**config.mk**
```make
export PLATFORM = sky130hd
export DESIGN_NAME = ltm_scanout
export DESIGN_NICKNAME = d
export VERILOG_FILES = /design/src/rtl/ltm_scanout.sv
export SDC_FILE = /design/constraint.sdc
export NUM_CORES = 1
export LEC_CHECK = 0
export ABC_AREA = 1
export CAP_MARGIN = 20
export CORE_ASPECT_RATIO = 2
export CORE_MARGIN = 2
export CORE_UTILIZATION = 50
export CTS_CLUSTER_SIZE = 25
export DETAILED_ROUTE_END_ITERATION = 6
export PLACE_DENSITY = 0.84
export SLEW_MARGIN = 25
export SYNTH_ARGS = -nofsm -noshare
export SYNTH_HDL_FRONTEND = slang
export SYNTH_SLANG_ARGS = --single-unit
```
**constraint.sdc**
```tcl
create_clock -name clk -period 2.1 [get_ports clk]
set_clock_uncertainty 0.05 [all_clocks]
set_input_delay 0.63 -clock clk [delete_from_list [all_inputs] [get_ports clk]]
set_output_delay 0.63 -clock clk [all_outputs]
set_load 0.1 [all_outputs]
```
**src/rtl/ltm_scanout.sv**
```systemverilog
// Raster timing generator and pixel scanout for the LTM panel: free-running h/v counters,
// a SEEK/RUN alignment FSM against the upstream frame stream, and registered panel outputs.
module ltm_scanout #(
    parameter int H_ACTIVE = 800,
    parameter int H_FRONT  = 40,
    parameter int H_SYNC   = 30,
    parameter int H_BACK   = 186,
    parameter int V_ACTIVE = 480,
    parameter int V_FRONT  = 10,
    parameter int V_SYNC   = 13,
    parameter int V_BACK   = 22
) (
    input  logic        clk,
    input  logic        reset,
    input  logic [23:0] pix_data,
    input  logic        pix_valid,
    input  logic        pix_sop,
    output logic        pix_ready,
    output logic [7:0]  ltm_r,
    output logic [7:0]  ltm_g,
    output logic [7:0]  ltm_b,
    output logic        ltm_den,
    output logic        ltm_hd,
    output logic        ltm_vd,
    output logic        frame_start,
    output logic [15:0] err_count
);

    localparam int H_TOTAL = H_SYNC + H_BACK + H_ACTIVE + H_FRONT;
    localparam int V_TOTAL = V_SYNC + V_BACK + V_ACTIVE + V_FRONT;
    localparam int HW      = $clog2(H_TOTAL);
    localparam int VW      = $clog2(V_TOTAL);

    localparam logic [HW-1:0] H_LAST      = HW'(H_TOTAL - 1);
    localparam logic [HW-1:0] H_SYNC_END  = HW'(H_SYNC);
    localparam logic [HW-1:0] H_ACT_START = HW'(H_SYNC + H_BACK);
    localparam logic [HW-1:0] H_ACT_END   = HW'(H_SYNC + H_BACK + H_ACTIVE);
    localparam logic [VW-1:0] V_LAST      = VW'(V_TOTAL - 1);
    localparam logic [VW-1:0] V_SYNC_END  = VW'(V_SYNC);
    localparam logic [VW-1:0] V_ACT_START = VW'(V_SYNC + V_BACK);
    localparam logic [VW-1:0] V_ACT_END   = VW'(V_SYNC + V_BACK + V_ACTIVE);

    typedef enum logic {SEEK, RUN} state_t;

    function automatic logic [15:0] sat_inc(input logic [15:0] val);
        return (val == 16'hFFFF) ? val : val + 16'd1;
    endfunction

    logic [HW-1:0] h;
    logic [VW-1:0] v;
    logic          active;
    logic          first_px;
    state_t        state;
    state_t        state_nxt;
    logic          show;
    logic          err;

    logic [23:0]   rgb_p1;
    logic          den_p1;
    logic          hd_p1;
    logic          vd_p1;
    logic          fs_p1;
    logic [15:0]   err_p1;

    always_ff @(posedge clk) begin
        if (reset) begin
            h <= '0;
            v <= '0;
        end else if (h == H_LAST) begin
            h <= '0;
            v <= (v == V_LAST) ? '0 : v + VW'(1);
        end else begin
            h <= h + HW'(1);
        end
    end

    assign active   = (h >= H_ACT_START) && (h < H_ACT_END) &&
                      (v >= V_ACT_START) && (v < V_ACT_END);
    assign first_px = (h == H_ACT_START) && (v == V_ACT_START);

    // In RUN any active cycle where sop disagrees with the raster origin is a framing fault;
    // a sop waiting in the blanking interval is simply held until the origin comes round.
    always_comb begin
        state_nxt = state;
        pix_ready = 1'b0;
        show      = 1'b0;
        err       = 1'b0;
        case (state)
            SEEK: begin
                pix_ready = !(pix_valid && pix_sop) || first_px;
                if (first_px && pix_valid && pix_sop) begin
                    show      = 1'b1;
                    state_nxt = RUN;
                end
            end
            RUN: begin
                pix_ready = active && !(pix_valid && pix_sop && !first_px);
                if (active) begin
                    if (!pix_valid || (pix_sop != first_px)) begin
                        err       = 1'b1;
                        state_nxt = SEEK;
                    end else begin
                        show = 1'b1;
                    end
                end
            end
            default: state_nxt = SEEK;
        endcase
    end

    // Stage p1: every panel output registered together so sync, DEN and colour stay aligned.
    always_ff @(posedge clk) begin
        if (reset) begin
            state  <= SEEK;
            rgb_p1 <= '0;
            den_p1 <= 1'b0;
            hd_p1  <= 1'b1;
            vd_p1  <= 1'b1;
            fs_p1  <= 1'b0;
            err_p1 <= '0;
        end else begin
            state  <= state_nxt;
            rgb_p1 <= show ? pix_data : 24'h0;
            den_p1 <= active;
            hd_p1  <= (h >= H_SYNC_END);
            vd_p1  <= (v >= V_SYNC_END);
            fs_p1  <= (h == '0) && (v == '0);
            if (err) begin
                err_p1 <= sat_inc(err_p1);
            end
        end
    end

    assign ltm_r       = rgb_p1[23:16];
    assign ltm_g       = rgb_p1[15:8];
    assign ltm_b       = rgb_p1[7:0];
    assign ltm_den     = den_p1;
    assign ltm_hd      = hd_p1;
    assign ltm_vd      = vd_p1;
    assign frame_start = fs_p1;
    assign err_count   = err_p1;

endmodule

```
==> run_results.csv <==
group,metric,value,unit
die,floorplan.rows,41,
global_route,grt.overflow.total,0,
die,core_area,0.00621,mm2
die,floorplan.io_pins,73,
final_layout,antenna_cells_inserted,0,
final_layout,area_growth_syn_to_layout,65.6,%
power_and_ir_drop,power_per_cell_area,577,mW/mm2
sta,setup_violating_endpoint_count_in_the_final_report,3,
detailed_routing,drt_pass1_iterations,7,
critical_path,worst_r2r_path_depth,15,
worst_hold_path,timing.hold.worst_endpoint,"h[0]",
synthesis,synth_seq_cells,66,
sta,final.min_clock_period,2.45,ns
placed_design,gp_routability_congestion,0.932,
cts,tritoncts.num_buffers,9,
global_route,grtUsageTotal,30.3,%
power_and_ir_drop,power.combinational.fraction,6.9,%
synthesis,synth_edf_count,0,
synthesis,synth-warning-count,0,
sta,setup-tns-final,-0.353,ns
cts,cts-root-buf,"sky130_fd_sc_hd__clkbuf_16",
synthesis,synth_cell_type_count,35,
synthesis,area_fraction_in_compound_gates_after_synthesis,7.04,%
synthesis,synth-adder-area-share,2.77,%
critical_path,r2r-start,"h[5]",
cts,post_cts_hold_buffer_count,0,
critical_path,timing.critical_path.from_type,"flip-flop",
global_route,first_global_vias,3408,
critical_path,worst_setup_path_end_kind,"output pin",
power_and_ir_drop,ir_worst_vdd,715,uV
sta,layout_setup_ws,-0.350,ns
synthesis,post_syn_area_per_cell,7.53,um2
power_and_ir_drop,p_seq_share,41.7,%
sta,max_freq,408,MHz
synthesis,syn-instance-count,420,
final_layout,final_core_utilization,84.4,%
final_layout,final_area,0.00524,mm2
sta,slew_at_the_pin_closest_to_its_max_slew_limit,0.517,ns
synthesis,yosysTopAreaCellShare,41.8,%
detailed_routing,drt-vias-per-instance,5.63,
detailed_routing,drc,0,
cts,worst_skew_pair.late_latency,0.34,ns
final_layout,fin_nets,570,
power_and_ir_drop,power_report.internal_total,0.00235,W
detailed_routing,drt_iter0_drc,399,
power_and_ir_drop,sw_frac_of_total,22.2,%
worst_hold_path,min_delay_path_depth,1,
sta,timing.max_slew.rel_slack,65.3,%
cts,clock_tree.buffer_depth,2,
outcome,failing_checks,"negative setup slack",
final_layout,multi_input_comb_area,0.00168,mm2
worst_hold_path,hold_path.class,"flip-flop to flip-flop",
global_route,largest_net_degree_at_the_start_of_global_routing,20,
detailed_routing,antenna_violating_nets_post_route,0,
synthesis,synthXorXnorAreaFrac,5.26,%
outcome,run_status,"complete, but fails checks",
synthesis,yosys.area_share.simple,33.1,%
placed_design,io_buffers,72,
detailed_routing,routed_wire_length_per_instance,17.6,um
sta,period_share,117,%
cts,tritoncts,"done",
global_route,grt_pass1_wl,15.8,mm
critical_path,r2r_slack,0,ns
synthesis,muxShareOfSynthArea,0,%
detailed_routing,finalWirelength,11.0,mm
critical_path,setup.worst_path.class,"flip-flop to output pin",
die,design.die.area,0.00702,mm2
sta,timing_hold_violations_final,0,
placed_design,placed_wire_length_estimate_after_detailed_placement,6.41,mm
sta,timing_max_transition_violations_final,0,
power_and_ir_drop,p_leak,2.18,nW
synthesis,postSynth.asyncResetShare,0,%
synthesis,synth_top_family_by_area,"simple AND/OR/NAND/NOR gates",
power_and_ir_drop,pwr-share-clk,51.4,%
die,initial_core_util,51.0,%
synthesis,syn_nets,455,
flow_run,number_of_max_cap_violations,0,
detailed_routing,num_vias,3518,
synthesis,dominantRegCellSynth,"sky130_fd_sc_hd__dfxtp_1",
power_and_ir_drop,netSwitchingPower,0.000671,W
die,die_h,117,um
critical_path,worstReg2RegEnd,"rgb_p1[8]",
global_route,antenna_found_initial,0,
cts,clkSlewWorstSetupHoldPaths,0.05,ns
critical_path,critPathRequiredTime,1.42,ns
die,chipWidth,60.3,um
synthesis,yosysTopAreaCell,"sky130_fd_sc_hd__dfxtp_1",
critical_path,arrival_time_of_the_worst_setup_path,1.77,ns
cts,h_tree_level_count,3,
final_layout,area.sequential,0.00138,mm2
synthesis,netlist_area,0.00316,mm2
critical_path,crit_path_max_fanout,3,
placed_design,postPlaceCellArea,0.00464,mm2
sta,rsz0062_at_grt,"yes",
cts,tritoncts_num_sinks,66,
worst_hold_path,worst_hold_startpoint,"h[0]",
final_layout,n_fill_cell,316,
final_layout,drive_gt1_share,36.4,%
synthesis,synth.top_cells.by_area,"sky130_fd_sc_hd__dfxtp_1 (42%), sky130_fd_sc_hd__nand2_1 (8.9%), sky130_fd_sc_hd__inv_1 (7.4%), sky130_fd_sc_hd__nand4_1 (5.9%), sky130_fd_sc_hd__nor2_1 (5.2%)",
synthesis,yosysSeqAreaShare,41.8,%
placed_design,post-place-ws,-0.176,ns
## worst max-delay path: stages (launching register included)
cell                      delay, ns
sky130_fd_sc_hd__dfxtp_4       0.36
sky130_fd_sc_hd__buf_6         0.13
sky130_fd_sc_hd__nor2_4        0.12
sky130_fd_sc_hd__nand2_2       0.09
sky130_fd_sc_hd__nor2_4        0.13
sky130_fd_sc_hd__nand3_2       0.12
sky130_fd_sc_hd__a32oi_4       0.27
sky130_fd_sc_hd__buf_12        0.20
## cell usage in the layout (no fill, tap or decap), types with 2 or more instances in the layout
master,count
sky130_fd_sc_hd__xor2_1,10
sky130_fd_sc_hd__buf_6,5
sky130_fd_sc_hd__inv_2,5
sky130_fd_sc_hd__clkdlybuf4s50_1,27
sky130_fd_sc_hd__nand2_2,11
sky130_fd_sc_hd__dfxtp_2,20
sky130_fd_sc_hd__nand4_1,30
sky130_fd_sc_hd__inv_1,58
sky130_fd_sc_hd__dfxtp_4,10
sky130_fd_sc_hd__xnor2_1,9
sky130_fd_sc_hd__nand3_4,3
sky130_fd_sc_hd__o211ai_1,2
sky130_fd_sc_hd__nand2_1,65
sky130_fd_sc_hd__nand3_1,14
sky130_fd_sc_hd__clkbuf_8,3
sky130_fd_sc_hd__ha_4,2
sky130_fd_sc_hd__a21oi_1,25
sky130_fd_sc_hd__nand3_2,2
sky130_fd_sc_hd__o21ai_0,5
sky130_fd_sc_hd__nand2_4,2
sky130_fd_sc_hd__clkbuf_16,9
sky130_fd_sc_hd__dfxtp_1,36
sky130_fd_sc_hd__nand3b_1,2
sky130_fd_sc_hd__ha_1,5
sky130_fd_sc_hd__buf_12,46
sky130_fd_sc_hd__nor2_4,8
sky130_fd_sc_hd__nor3_1,11
sky130_fd_sc_hd__nor2_2,26
sky130_fd_sc_hd__nor2_1,35
sky130_fd_sc_hd__buf_4,36
## power groups by stage
stage | Clock, W | Sequential [W] | Combinational (W)
2_1_floorplan | 0 | 0.00132 | 0.0000599
3_3_place_gp | 0 | 0.00129 | 0.000179
3_5_place_dp | 0 | 0.00129 | 0.000185
4_1_cts | 0.00155 | 0.00127 | 0.000198
5_1_grt | 0.00160 | 0.00126 | 0.000220
6_report | 0.00156 | 0.00126 | 0.000210
## how the worst max path moves through the flow
stage                 start    endpoint  cells after the start
global placement    pix_sop   pix_ready                      3
CTS                    v[3]   pix_ready                      7
detailed placement  pix_sop  rgb_p1[22]                     11
global route           h[0]   pix_ready                      7
floorplan              v[5]   pix_ready                      6
finish                 h[5]   pix_ready                      7
## registers in the layout (all words and copies together), names as in the netlist
name / cells
state: 1
v: 10
frame_start: 1
rgb_p1: 24
ltm_den: 1
ltm_vd: 1
ltm_hd: 1
h: 11
err_count: 16
## repair_timing
action / 4_1_cts / 5_1_grt
gates cloned: 0 / 0
pin swaps: 4 / 14
resized for setup: 23 / 42
endpoints found under the setup margin: 1 / 5
setup buffers: 4 / 12
## metrics by stage
step	hold slack [ns]	instances	power, W
6_report	0.415	625	0.00303
5_1_grt	0.423	625	0.00308
4_1_cts	0.394	613	0.00301
3_5_place_dp	0.398	594	0.00148
3_3_place_gp	0.386	594	0.00147
2_1_floorplan	0.367	420	0.00138
## synth_stat cells (2+ instances only)
cell type,n
sky130_fd_sc_hd__o211ai_1,2
sky130_fd_sc_hd__nor3_1,11
sky130_fd_sc_hd__dfxtp_1,66
sky130_fd_sc_hd__nand3_1,17
sky130_fd_sc_hd__o21ai_0,5
sky130_fd_sc_hd__nor2_2,24
sky130_fd_sc_hd__nand2_2,2
sky130_fd_sc_hd__buf_6,5
sky130_fd_sc_hd__a21oi_1,26
sky130_fd_sc_hd__nand3b_1,2
sky130_fd_sc_hd__nand2_1,75
sky130_fd_sc_hd__clkbuf_1,4
sky130_fd_sc_hd__inv_1,62
sky130_fd_sc_hd__nor2_1,44
sky130_fd_sc_hd__ha_1,7
sky130_fd_sc_hd__nand4_1,30
sky130_fd_sc_hd__xor2_1,10
sky130_fd_sc_hd__xnor2_1,9
sky130_fd_sc_hd__nand3_4,2
sky130_fd_sc_hd__inv_2,2
## area by class of cell
| type | instances | area share (%) |
|---|---|---|
| Clock buffer | 13 | 5.16 |
| Clock inverter | 2 | 0.668 |
| Inverter | 65 | 4.70 |
| Multi-Input combinational cell | 279 | 32.1 |
| Sequential cell | 66 | 26.4 |
| Tap cell | 86 | 2.05 |
| Timing Repair Buffer | 114 | 29.0 |
## kinds of logic after synthesis
kind of cell	Yosys count
adders and majority gates	7
xor gates and xnor gates	19
AOI/OAI and AO/OA	40
buffers and inverters	75
DFF	66
and+or+nand+nor	213
## routing by layer
metal | vias to the layer above | track usage [%] | part of all wire [%]
li1 | 1587 | - | -
met1 | 1637 | 32.1 | 34
met2 | 241 | 52.8 | 53
met3 | 53 | 8.97 | 8.1
met4 | 0 | 14.7 | 4.8
met5 | - | 0 | 0
Note: power is estimated with default switching activity, not from simulation.
